File: src/rtl/run_detect_scheduler.sv
// Shares one run-of-ones Mealy detector across NUM_CH serial bit channels. Each
// channel keeps its own saturating run counter, and one round-robin slot is granted per cycle.
// Latency: det_* is registered one cycle after the transfer edge. Throughput is one transfer per cycle.
// Backpressure: req_ready is a one-hot grant. A channel that is not granted keeps its bit pending.
// Optional feature: define RUN_DETECT_SCHED_HIT_EN to add the per-channel hit_sticky output.

module run_detect_scheduler #(
    parameter  int NUM_CH  = 4,
    parameter  int RUN_LEN = 4,
    localparam int CW      = $clog2(NUM_CH),
    localparam int KW      = $clog2(RUN_LEN + 1)
) (
    input  logic              clock,
    input  logic              reset,
    input  logic [NUM_CH-1:0] req_valid,
    input  logic [NUM_CH-1:0] req_bit,
    output logic [NUM_CH-1:0] req_ready,
    input  logic [NUM_CH-1:0] ch_clear,
    output logic              det_valid,
    output logic [CW-1:0]     det_ch,
    output logic              det_y,
    output logic [KW-1:0]     det_count
`ifdef RUN_DETECT_SCHED_HIT_EN
    ,
    output logic [NUM_CH-1:0] hit_sticky
`endif
);

    // Saturated run state, and the threshold the pre-update context must reach for y=1.
    localparam logic [KW-1:0] CTX_SAT = KW'(RUN_LEN);
    localparam logic [KW-1:0] CTX_HIT = KW'(RUN_LEN - 1);

    // Per-channel saved detector context.
    logic [KW-1:0] ctx_q [NUM_CH];
    logic [KW-1:0] ctx_d [NUM_CH];

    // Round-robin pointer. It holds the channel granted most recently.
    logic [CW-1:0] ptr_q;
    logic [CW-1:0] ptr_d;

    // Registered result of the shared detector slot.
    logic          det_valid_q, det_valid_d;
    logic [CW-1:0] det_ch_q,    det_ch_d;
    logic          det_y_q,     det_y_d;
    logic [KW-1:0] det_count_q, det_count_d;

    // Grant decision and the shared detector datapath.
    logic          grant_vld;
    logic [CW-1:0] grant_idx;
    logic          grant_bit;
    logic [KW-1:0] base_ctx;
    logic          grant_y;
    logic [KW-1:0] upd_ctx;

    // Channel that sits k places after p in round-robin order. k is in 1..NUM_CH,
    // so a single subtraction brings the sum back into range.
    function automatic logic [CW-1:0] rr_idx(input logic [CW-1:0] p, input int k);
        int s;
        s = int'(p) + k;
        if (s >= NUM_CH) begin
            s = s - NUM_CH;
        end
        return CW'(s);
    endfunction

    // Round-robin search starting just after ptr. No grant is issued while reset is held.
    always_comb begin
        grant_vld = 1'b0;
        grant_idx = '0;
        req_ready = '0;
        for (int k = 1; k <= NUM_CH; k++) begin
            if (!grant_vld && req_valid[rr_idx(ptr_q, k)]) begin
                grant_vld = 1'b1;
                grant_idx = rr_idx(ptr_q, k);
            end
        end
        if (reset) begin
            grant_vld = 1'b0;
            grant_idx = '0;
        end
        if (grant_vld) begin
            req_ready[grant_idx] = 1'b1;
        end
    end

    // Shared Mealy detector. A clear that coincides with the transfer makes the
    // bit be evaluated against an empty context.
    always_comb begin
        grant_bit = req_bit[grant_idx];
        base_ctx  = ch_clear[grant_idx] ? '0 : ctx_q[grant_idx];
        grant_y   = grant_bit && (base_ctx >= CTX_HIT);
        if (!grant_bit) begin
            upd_ctx = '0;
        end else if (base_ctx == CTX_SAT) begin
            upd_ctx = CTX_SAT;
        end else begin
            upd_ctx = base_ctx + KW'(1);
        end
    end

    // Next-state computation. Clears touch only their own channel, and the granted
    // channel takes the detector update.
    always_comb begin
        for (int i = 0; i < NUM_CH; i++) begin
            ctx_d[i] = ch_clear[i] ? '0 : ctx_q[i];
        end
        if (grant_vld) begin
            ctx_d[grant_idx] = upd_ctx;
        end
        ptr_d       = grant_vld ? grant_idx : ptr_q;
        det_valid_d = grant_vld;
        det_ch_d    = grant_vld ? grant_idx : det_ch_q;
        det_y_d     = grant_vld && grant_y;
        det_count_d = grant_vld ? upd_ctx : '0;
    end

    // State registers. Reset gives channel 0 first priority and drops any transfer in flight.
    always_ff @(posedge clock) begin
        if (reset) begin
            for (int i = 0; i < NUM_CH; i++) begin
                ctx_q[i] <= '0;
            end
            ptr_q       <= CW'(NUM_CH - 1);
            det_valid_q <= 1'b0;
            det_ch_q    <= '0;
            det_y_q     <= 1'b0;
            det_count_q <= '0;
        end else begin
            for (int i = 0; i < NUM_CH; i++) begin
                ctx_q[i] <= ctx_d[i];
            end
            ptr_q       <= ptr_d;
            det_valid_q <= det_valid_d;
            det_ch_q    <= det_ch_d;
            det_y_q     <= det_y_d;
            det_count_q <= det_count_d;
        end
    end

    assign det_valid = det_valid_q;
    assign det_ch    = det_ch_q;
    assign det_y     = det_y_q;
    assign det_count = det_count_q;

`ifdef RUN_DETECT_SCHED_HIT_EN
    logic [NUM_CH-1:0] hit_sticky_q;
    logic [NUM_CH-1:0] hit_sticky_d;

    // Sticky hit per channel. A y=1 transfer sets it and wins over a same-cycle clear.
    always_comb begin
        for (int i = 0; i < NUM_CH; i++) begin
            if (grant_vld && grant_y && (grant_idx == CW'(i))) begin
                hit_sticky_d[i] = 1'b1;
            end else if (ch_clear[i]) begin
                hit_sticky_d[i] = 1'b0;
            end else begin
                hit_sticky_d[i] = hit_sticky_q[i];
            end
        end
    end

    // Sticky hit register. It loads on the same edge as det_*.
    always_ff @(posedge clock) begin
        if (reset) begin
            hit_sticky_q <= '0;
        end else begin
            hit_sticky_q <= hit_sticky_d;
        end
    end

    assign hit_sticky = hit_sticky_q;
`endif

endmodule

File: config.mk
export PLATFORM = sky130hd
export DESIGN_NAME = run_detect_scheduler
export DESIGN_NICKNAME = d
export VERILOG_FILES = /design/src/rtl/run_detect_scheduler.sv
export SDC_FILE = /design/constraint.sdc
export NUM_CORES = 1
export LEC_CHECK = 0
export ABC_AREA = 1
export CAP_MARGIN = 20
export CORE_UTILIZATION = 53
export CTS_BUF_LIST = sky130_fd_sc_hd__clkbuf_8
export CTS_CLUSTER_SIZE = 30
export DETAILED_ROUTE_END_ITERATION = 8
export PLACE_DENSITY = 0.9
export SLEW_MARGIN = 10
export SYNTH_ARGS = -nofsm -noshare
export SYNTH_HDL_FRONTEND = slang
export SYNTH_SLANG_ARGS = --single-unit
File: constraint.sdc
create_clock -name clock -period 2.7 [get_ports clock]
set_input_delay 0.54 -clock clock [delete_from_list [all_inputs] [get_ports clock]]
set_output_delay 0.54 -clock clock [all_outputs]
set_load 0.005 [all_outputs]
==> key figures, run 1 <==
Synth
  – #FFs+latches synth: 21
  – Syn Area/Cell: 6.27 um^2
  – Number of distinct library cells after synthesis: 21
  – Syn Nets: 225
  – Gate Count Post-Synth: 209
  – Seq/Total Area, Yosys: 32.1%
  – Post-Syn Area: 1310 um^2
  – Ys Warns: 0

CTS
  – H-tree Lvls: 1
  – Total CTS buffers: 3
  – Clock Tree Buf Depth: 2
  – CTS Hold Buffers Added: 0
  – Clock Tree Root: clkbuf_8
  – Clock sink count: 21

Die
  – Chip height: 51.7 um
  – Chip width: 51.7 um
  – I/O pins: 25
  – Initial Util: 57.6%
  – Std-Cell Rows: 17

Timing
  – Crit. endpoint post-GRT repair: req_ready[0]
  – WEP type: top-level output

Placement
  – Number of cells after detailed placement: 294
  – Dpl ws: -0.551 ns
  – IO buf count: 24
  – DP HPWL: 2850 um
  – Placer congestion estimate: 0.892

Run status
  – Status: stopped before the end
  – First Err: [ERROR DPL-0038] Utilization greater than 100%, impossible to legalize
  – Stop stage: 5_1_grt

GRT
  – Largest net degree at the start of global routing: 14
## kinds of logic after synthesis
logic type / share of synthesized area [%]
and+or+nand+nor: 42.4
buffers and inverters: 10.8
AOI/OAI and AO/OA: 12.9
DFF: 32.1
adders and majority gates: 1.91
## Yosys cell counts
cell	n	area, um^2
inv_1	23	86.3
nor2_4	3	33.8
nand2_4	1	11.3
a21oi_2	1	8.76
nand3_1	15	75.1
nand4_1	4	25.0
o21ai_1	4	20.0
nor2_2	1	6.26
a21oi_1	12	60.1
dfxtp_1	21	420
clkbuf_1	1	3.75
nand2_1	69	259
inv_4	1	6.26
buf_6	2	22.5
nand3_2	2	20.0
o21ai_0	13	65.1
nand2_2	11	68.8
nor2_1	15	56.3
ha_1	2	25.0
o211ai_1	2	15.0
inv_2	6	22.5
## stage by stage
stage / instance area [um^2] / hold WS [ns]
after floorplan: 1310 / 0.453
after global placement: 1830 / 0.450
after detailed placement: 1830 / 0.467
after CTS: 1960 / 0.478
## what timing repair did
action | CTS
gates resized for setup | 28
pin swaps | 13
setup endpoints to repair | 19
setup buffers | 4
==> run 2: changes to the inputs <==
--- a/config.mk
+++ b/config.mk
@@ -7,11 +7,10 @@
 export LEC_CHECK = 0
 export ABC_AREA = 1
 export CAP_MARGIN = 20
-export CORE_UTILIZATION = 53
-export CTS_BUF_LIST = sky130_fd_sc_hd__clkbuf_8
-export CTS_CLUSTER_SIZE = 30
+export CORE_AREA = 2 2 63 65
 export DETAILED_ROUTE_END_ITERATION = 8
-export PLACE_DENSITY = 0.9
+export DIE_AREA = 0 0 65 67
+export PLACE_DENSITY_LB_ADDON = 0.15
 export SLEW_MARGIN = 10
 export SYNTH_ARGS = -nofsm -noshare
 export SYNTH_HDL_FRONTEND = slang
==> run 2 against run 1 <==
Effect of this change: the flow now finishes without violations; area after synthesis unchanged; synthesized cell count unchanged.
==> key figures, run 2 <==
Flow run
  – Max Cap Viol: 0

Synth
  – #FFs+latches synth: 21 (unchanged)
  – Syn Nets: 225 (unchanged)
  – Seq/Total Area, Yosys: 32.1% (unchanged)
  – Post-Syn Area: 1310 um^2 (unchanged)
  – Fraction of registers with async set/reset: 0% (unchanged)
  – Leading area contributor after synthesis: dfxtp_1 (unchanged)
  – Syn Area/Cell: 6.27 um^2 (unchanged)
  – Most frequent cells after synthesis: nand2_1, inv_1, dfxtp_1 (unchanged)
  – Number of distinct library cells after synthesis: 21 (unchanged)
  – Ranking of synthesized cells by area: dfxtp_1, nand2_1, inv_1, nand3_1, nand2_2 (unchanged)
  – Most used DFF post-synth: dfxtp_1 (unchanged)
  – Top-count cell post-synth: nand2_1 (unchanged)
  – Gate Count Post-Synth: 209 (unchanged)
  – Ys Warns: 0 (unchanged)
  – Post-synth EDFFs: 0 (unchanged)
  – Synth top area share: 32.1% (unchanged)

Cells and area
  – Total Nets Final: 304
  – Most frequent cells in the layout: nand2_1, buf_4, nand2_2
  – Fillers: 348
  – Share of layout cells above drive strength 1: 43.6%
  – Area grow syn2layout: 70.4%
  – Ant. Diodes: 0
  – Design Area, Final: 2230 um^2
  – Max FFs per register: 12
  – Commonest non-fill, non-tap cell in the layout: nand2_1
  – Most flops, register: ctx_q
  – Final core occ: 62.0%

Timing
  – Final Max Tran Viols: 0
  – RSZ-0062 raised after global routing: yes
  – Worst Skew: 0.00700 ns
  – Peak Freq: 380 MHz
  – Final hold slack: 0.464 ns
  – Worst Tran Pin Value: 0.272 ns
  – Setup WS post-layout: 0.0698 ns
  – Post-route clock period utilization: 97.4%
  – Hold Fails Final Rpt: 0
  – Relative slew slack: 81.8%
  – Minimum clock period: 2.63 ns
  – Final setup vio count: 0

Die
  – I/O pins: 25 (unchanged)
  – Chip width: 65 um (was 51.7 um)
  – Chip height: 67 um (was 51.7 um)
  – Area of the core: 3610 um^2
  – Initial Util: 36.4% (was 57.6%)
  – Std-Cell Rows: 22 (was 17)
  – Die area: 4360 um^2

Power
  – Clock share of power: 7.1%
  – P_sw: 1.37 mW
  – Sw Ratio: 45.9%
  – Tot Pwr: 2.97 mW
  – Pint: 1.61 mW
  – Comb pwr share: 77.2%
  – LEAKAGE: 1.05 nW
  – Pwr per Cell Area: 1330 nW/um^2
  – Reg power frac: 15.7%
  – Worst ir drop on vdd: 0.573 mV

CTS
  – Clock transition at path regs: 0.08 ns
  – Clock sink count: 21 (unchanged)
  – CTS Hold Buffers Added: 0 (unchanged)
  – Worst-skew pair later-pin latency: 0.27 ns
  – Total CTS buffers: 3 (unchanged)
  – CTS tree: done
  – H-tree Lvls: 1 (unchanged)
  – Clock Tree Buf Depth: 2 (unchanged)
  – Clock Tree Root: clkbuf_8 (unchanged)

Placement
  – Dpl ws: -0.492 ns (was -0.551 ns)
  – DP HPWL: 2780 um (was 2850 um)
  – IO buf count: 24 (unchanged)
  – Placer congestion estimate: 0.819 (was 0.892)
  – Area post-placement: 1870 um^2 (was 1830 um^2)

Critical path
  – Crit. End Element: output pin
  – Type of the worst setup path: input port to output pin
  – CP required: 2.16 ns
  – RR Startpoint: ptr_q[0]
  – CP startpoint: req_valid[2]
  – Crit path max fanout: 7
  – CP startpoint kind: input port
  – Arr. time, crit path: 2.09 ns

Detailed routing
  – Post-DRT Antenna Nets: 0
  – Top routing layer in use: met4
  – Vias per inst: 4.67
  – Initial DRC Count: 123
  – DR WL met3: 105 um
  – Routed vias: 1563
  – Post-route DRC: 0
  – Drt first pass iters: 4
  – WL final: 3960 um
  – Metal1 wirelength: 1660 um
  – DR WL/cell: 11.8 um
  – Metal2 WL: 2070 um

Worst hold path
  – Hold Crit Class: flop to flop
  – Hold Crit Start: det_ch[0]

GRT
  – First-pass GRT wire length: 6050 um
  – Number of global-route vias before repair: 1428
  – Grt ovf: 0
  – GRT Total Usage: 18.2%
  – Largest net degree at the start of global routing: 12
  – Antenna violations before repair: 0

Run status
  – Status: finished clean (was stopped before the end)
-- run 2: cell counts after synthesis --
No cell type changed its count.
-- run 2: final timing paths --
kind,depth (start not counted),slack [ns],endpoint
max,15,0.07,req_ready[0]
min,2,0.46,det_ch[0]
max reg2reg,20,0.08,ctx_q[1][2]
min reg2reg,2,0.46,det_ch[0]
-- run 2: logic make-up (layout without fill, tap and decap cells) --
kind of cell | count (synthesis) | in the layout | share of synthesized area (%)
and+or+nand+nor | 121 | 121 | 42.4
buffers and inverters | 33 | 111 | 10.8
AOI/OAI and AO/OA | 32 | 32 | 12.9
DFF | 21 | 21 | 32.1
adders and majority gates | 2 | 2 | 1.91
-- run 2: area by class of cell --
type                       instances  area (um^2)  share of cell area (%)
multi-input combinational        155          938                    42.0
tap                               48         60.1                    2.69
sequential                        21          425                    19.0
inverter                          30          118                    5.26
timing repair buffer              77          648                    29.0
clock buffer                       4         45.0                    2.02
-- run 2: through the flow --
step	setup TNS, ns	std cells
2_1_floorplan	0	209
3_3_place_gp	-7.24	316
3_5_place_dp	-7.39	316
4_1_cts	0	326
5_1_grt	-0.424	335
6_report	0	335
-- run 2: power groups by stage --
stage,combinational [mW],clock [mW],sequential [mW]
floorplan,0.957,0,0.453
global placement,1.70,0,0.463
finish,2.29,0.210,0.468
global route,2.49,0.232,0.479
detailed placement,1.70,0,0.465
CTS,1.88,0.220,0.465
-- run 2: timing repair --
action | in CTS | in global routing
endpoints found under the setup margin | 15 | 14
resized for setup | 26 | 58
hold endpoints to repair | 0 | 0
setup buffers | 6 | 9
pin swaps | 8 | 35
-- run 2: critical path, stage by stage --
cell and delay [ns]:
clkdlybuf4s15_1 0.20, nand2_1 0.08, nand2_2 0.09, nand2_1 0.10, nand2_2 0.07, nand2_2 0.07
nand2_1 0.05, nand2_1 0.08, nand2_2 0.08, nor2_4 0.23, buf_6 0.15, nor2_2 0.04
nand2_2 0.07, inv_2 0.04, clkdlybuf4s15_1 0.19
-- run 2: layer usage --
| layer | GRT usage [%] | vias up |
|---|---|---|
| met2 | 33.2 | 29 |
| met4 | 9.31 | 0 |
| met1 | 20.6 | 706 |
| li1 | - | 818 |
| met5 | 0 | - |
| met3 | 2.36 | 10 |
Power figures use the tool's default switching activity.
==> run 3: changes to the inputs <==
--- a/config.mk
+++ b/config.mk
@@ -10,6 +10,7 @@
 export CORE_AREA = 2 2 63 65
 export DETAILED_ROUTE_END_ITERATION = 8
 export DIE_AREA = 0 0 65 67
+export GPL_TIMING_DRIVEN = 0
 export PLACE_DENSITY_LB_ADDON = 0.15
 export SLEW_MARGIN = 10
 export SYNTH_ARGS = -nofsm -noshare
==> run 3 against run 2 <==
Effect of this change: sequential power fell by 1%; total power fell by 3.3%; critical path depth shrank 2; setup slack got worse by 0.011 ns; clock power grew 2%; worst hold slack lost 0.0015 ns; via count shrank 2.7%; global-route usage grew 0.062 points; cell area decreased by 5.6%; count of clock-buffer cells in the layout did not move.
==> key figures, run 3 (same netlist as run 2, synthesis figures left out) <==
Detailed routing
  – Vias per inst: 4.88 (was 4.67)
  – Post-route DRC: 0 (unchanged)
  – WL final: 3920 um (was 3960 um)
  – Post-DRT Antenna Nets: 0 (unchanged)
  – Drt first pass iters: 4 (unchanged)
  – Initial DRC Count: 62 (was 123)
  – Routed vias: 1521 (was 1563)
  – DR WL/cell: 12.6 um (was 11.8 um)

Timing
  – Worst Skew: 0.00545 ns (was 0.00700 ns)
  – Hold Fails Final Rpt: 0 (unchanged)
  – Worst Tran Pin Value: 0.418 ns (was 0.272 ns)
  – Final Max Tran Viols: 0 (unchanged)
  – RSZ-0062 raised after global routing: yes (unchanged)
  – Final hold slack: 0.462 ns (was 0.464 ns)
  – Final setup vio count: 0 (unchanged)
  – Peak Freq: 379 MHz (was 380 MHz)
  – Minimum clock period: 2.64 ns (was 2.63 ns)
  – Relative slew slack: 72.1% (was 81.8%)
  – Post-route clock period utilization: 97.8% (was 97.4%)

Critical path
  – Type of the worst setup path: input port to output pin (unchanged)
  – Crit path max fanout: 8 (was 7)
  – CP required: 2.16 ns (about the same)
  – Arr. time, crit path: 2.10 ns (was 2.09 ns)
  – CP startpoint kind: input port (unchanged)
  – FF-to-FF path depth: 21 (was 20)
  – Reg2Reg Setup Slack: 0.07 ns (was 0.08 ns)
  – Crit. End Element: output pin (unchanged)
  – Worst r2r dst: ctx_q[0][2] (was ctx_q[1][2])
  – RR Startpoint: ptr_q[0] (unchanged)

GRT
  – Antenna violations before repair: 0 (unchanged)
  – Number of global-route vias before repair: 1405 (was 1428)
  – GRT Total Usage: 18.3% (was 18.2%)
  – Largest net degree at the start of global routing: 12 (unchanged)
  – Grt ovf: 0 (unchanged)
  – First-pass GRT wire length: 6070 um (was 6050 um)

CTS
  – H-tree Lvls: 1 (unchanged)
  – Clock sink count: 21 (unchanged)
  – Clock Tree Root: clkbuf_8 (unchanged)
  – CTS Hold Buffers Added: 0 (unchanged)
  – Total CTS buffers: 3 (unchanged)
  – Worst-skew pair later-pin latency: 0.27 ns (about the same)
  – Clock transition at path regs: 0.08 ns (about the same)
  – CTS tree: done (unchanged)
  – Clock Tree Buf Depth: 2 (unchanged)

Placement
  – IO buf count: 24 (unchanged)
  – Area post-placement: 1610 um^2 (was 1870 um^2)
  – DP HPWL: 2390 um (was 2780 um)
  – Placer congestion estimate: 0.884 (was 0.819)

Worst hold path
  – Hold Crit Start: det_ch[0] (unchanged)
  – Worst hold path cell count: 2 (unchanged)
  – Hold EP: det_ch[0] (unchanged)
  – Hold Crit Class: flop to flop (unchanged)

Die
  – Area of the core: 3610 um^2 (unchanged)
  – Initial Util: 36.4% (unchanged)
  – I/O pins: 25 (unchanged)
  – Chip width: 65 um (unchanged)
  – Die area: 4360 um^2 (unchanged)
  – Chip height: 67 um (unchanged)
  – Std-Cell Rows: 22 (unchanged)

Run status
  – Status: finished clean (unchanged)

Cells and area
  – Area grow syn2layout: 60.9% (was 70.4%)
  – Commonest non-fill, non-tap cell in the layout: nand2_1 (unchanged)
  – Max FFs per register: 12 (unchanged)
  – Most flops, register: ctx_q (unchanged)
  – Total Nets Final: 281 (was 304)
  – Design Area, Final: 2110 um^2 (was 2230 um^2)
  – Most frequent cells in the layout: nand2_1, buf_4, nand2_2 (unchanged)
  – Share of layout cells above drive strength 1: 40.5% (was 43.6%)
  – Ant. Diodes: 0 (unchanged)
  – Final core occ: 58.5% (was 62.0%)

Power
  – LEAKAGE: 0.972 nW (was 1.05 nW)
  – Pwr per Cell Area: 1360 nW/um^2 (was 1330 nW/um^2)
  – Worst ir drop on vdd: 0.489 mV (was 0.573 mV)

Flow run
  – Max Cap Viol: 0 (unchanged)
-- run 3: worst max-delay path, stage by stage --
cell	delay (ns)
dlygate4sd2_1	0.27
nand2_2	0.09
nand2_1	0.07
nand2_2	0.07
nand2_2	0.06
nor2_4	0.17
nand3_2	0.12
nand2_4	0.14
inv_4	0.08
nand2_8	0.08
buf_4	0.12
nor2_4	0.03
dlygate4sd2_1	0.25
-- run 3: report_power, final --
part	switching (mW)	leakage [nW]	internal, mW
registers	0.0504	0.172	0.411
clock network	0.109	0.0228	0.106
logic	1.29	0.778	0.912
-- run 3: area by class of cell --
cell class / count / area (um^2)
multi-input cells: 156 / 996
flip-flops and latches: 21 / 425
plain buffers: 3 / 30.0
repair buffers: 50 / 423
fillers: 348 / 1500
well taps: 48 / 60.1
inverters: 30 / 130
clock buffers: 4 / 45.0
-- run 3: worst max path at each step --
stage          slack (ns)           end  cells past startpoint         start
3_3_place_gp        -0.83  req_ready[1]                     11  req_valid[1]
5_1_grt             -0.04   ctx_q[0][2]                     20      ptr_q[0]
3_5_place_dp        -0.81  req_ready[1]                     11  req_valid[1]
2_1_floorplan        0.21   ctx_q[3][2]                     17  req_valid[1]
4_1_cts            0.0001  req_ready[0]                     14  req_valid[1]
6_report             0.06  req_ready[1]                     13  req_valid[3]
-- run 3: repair_timing --
action / in CTS / in global routing
gates resized for setup: 44 / 52
pin swaps: 20 / 28
gates cloned: 2 / 0
endpoints found under the setup margin: 15 / 18
buffers inserted: 16 / 10
-- run 3: through the flow --
| step | worst slack [ns] | std cells | TNS (ns) | power [mW] |
|---|---|---|---|---|
| global placement | -0.831 | 281 | -10.18 | 1.78 |
| finish | 0.0590 | 312 | 0 | 2.87 |
| detailed placement | -0.813 | 281 | -10.08 | 1.77 |
| global route | -0.0439 | 312 | -0.209 | 3.07 |
| floorplan | 0.209 | 209 | 0 | 1.41 |
| CTS | 0.000121 | 302 | 0 | 2.38 |
-- run 3: metal layers --
metal	part of all wire [%]	GRT usage (%)	up-vias
met5	0	0	-
met3	5.0	2.20	4
li1	-	-	776
met1	42	21.6	694
met2	51	33.0	47
met4	1.6	7.98	0
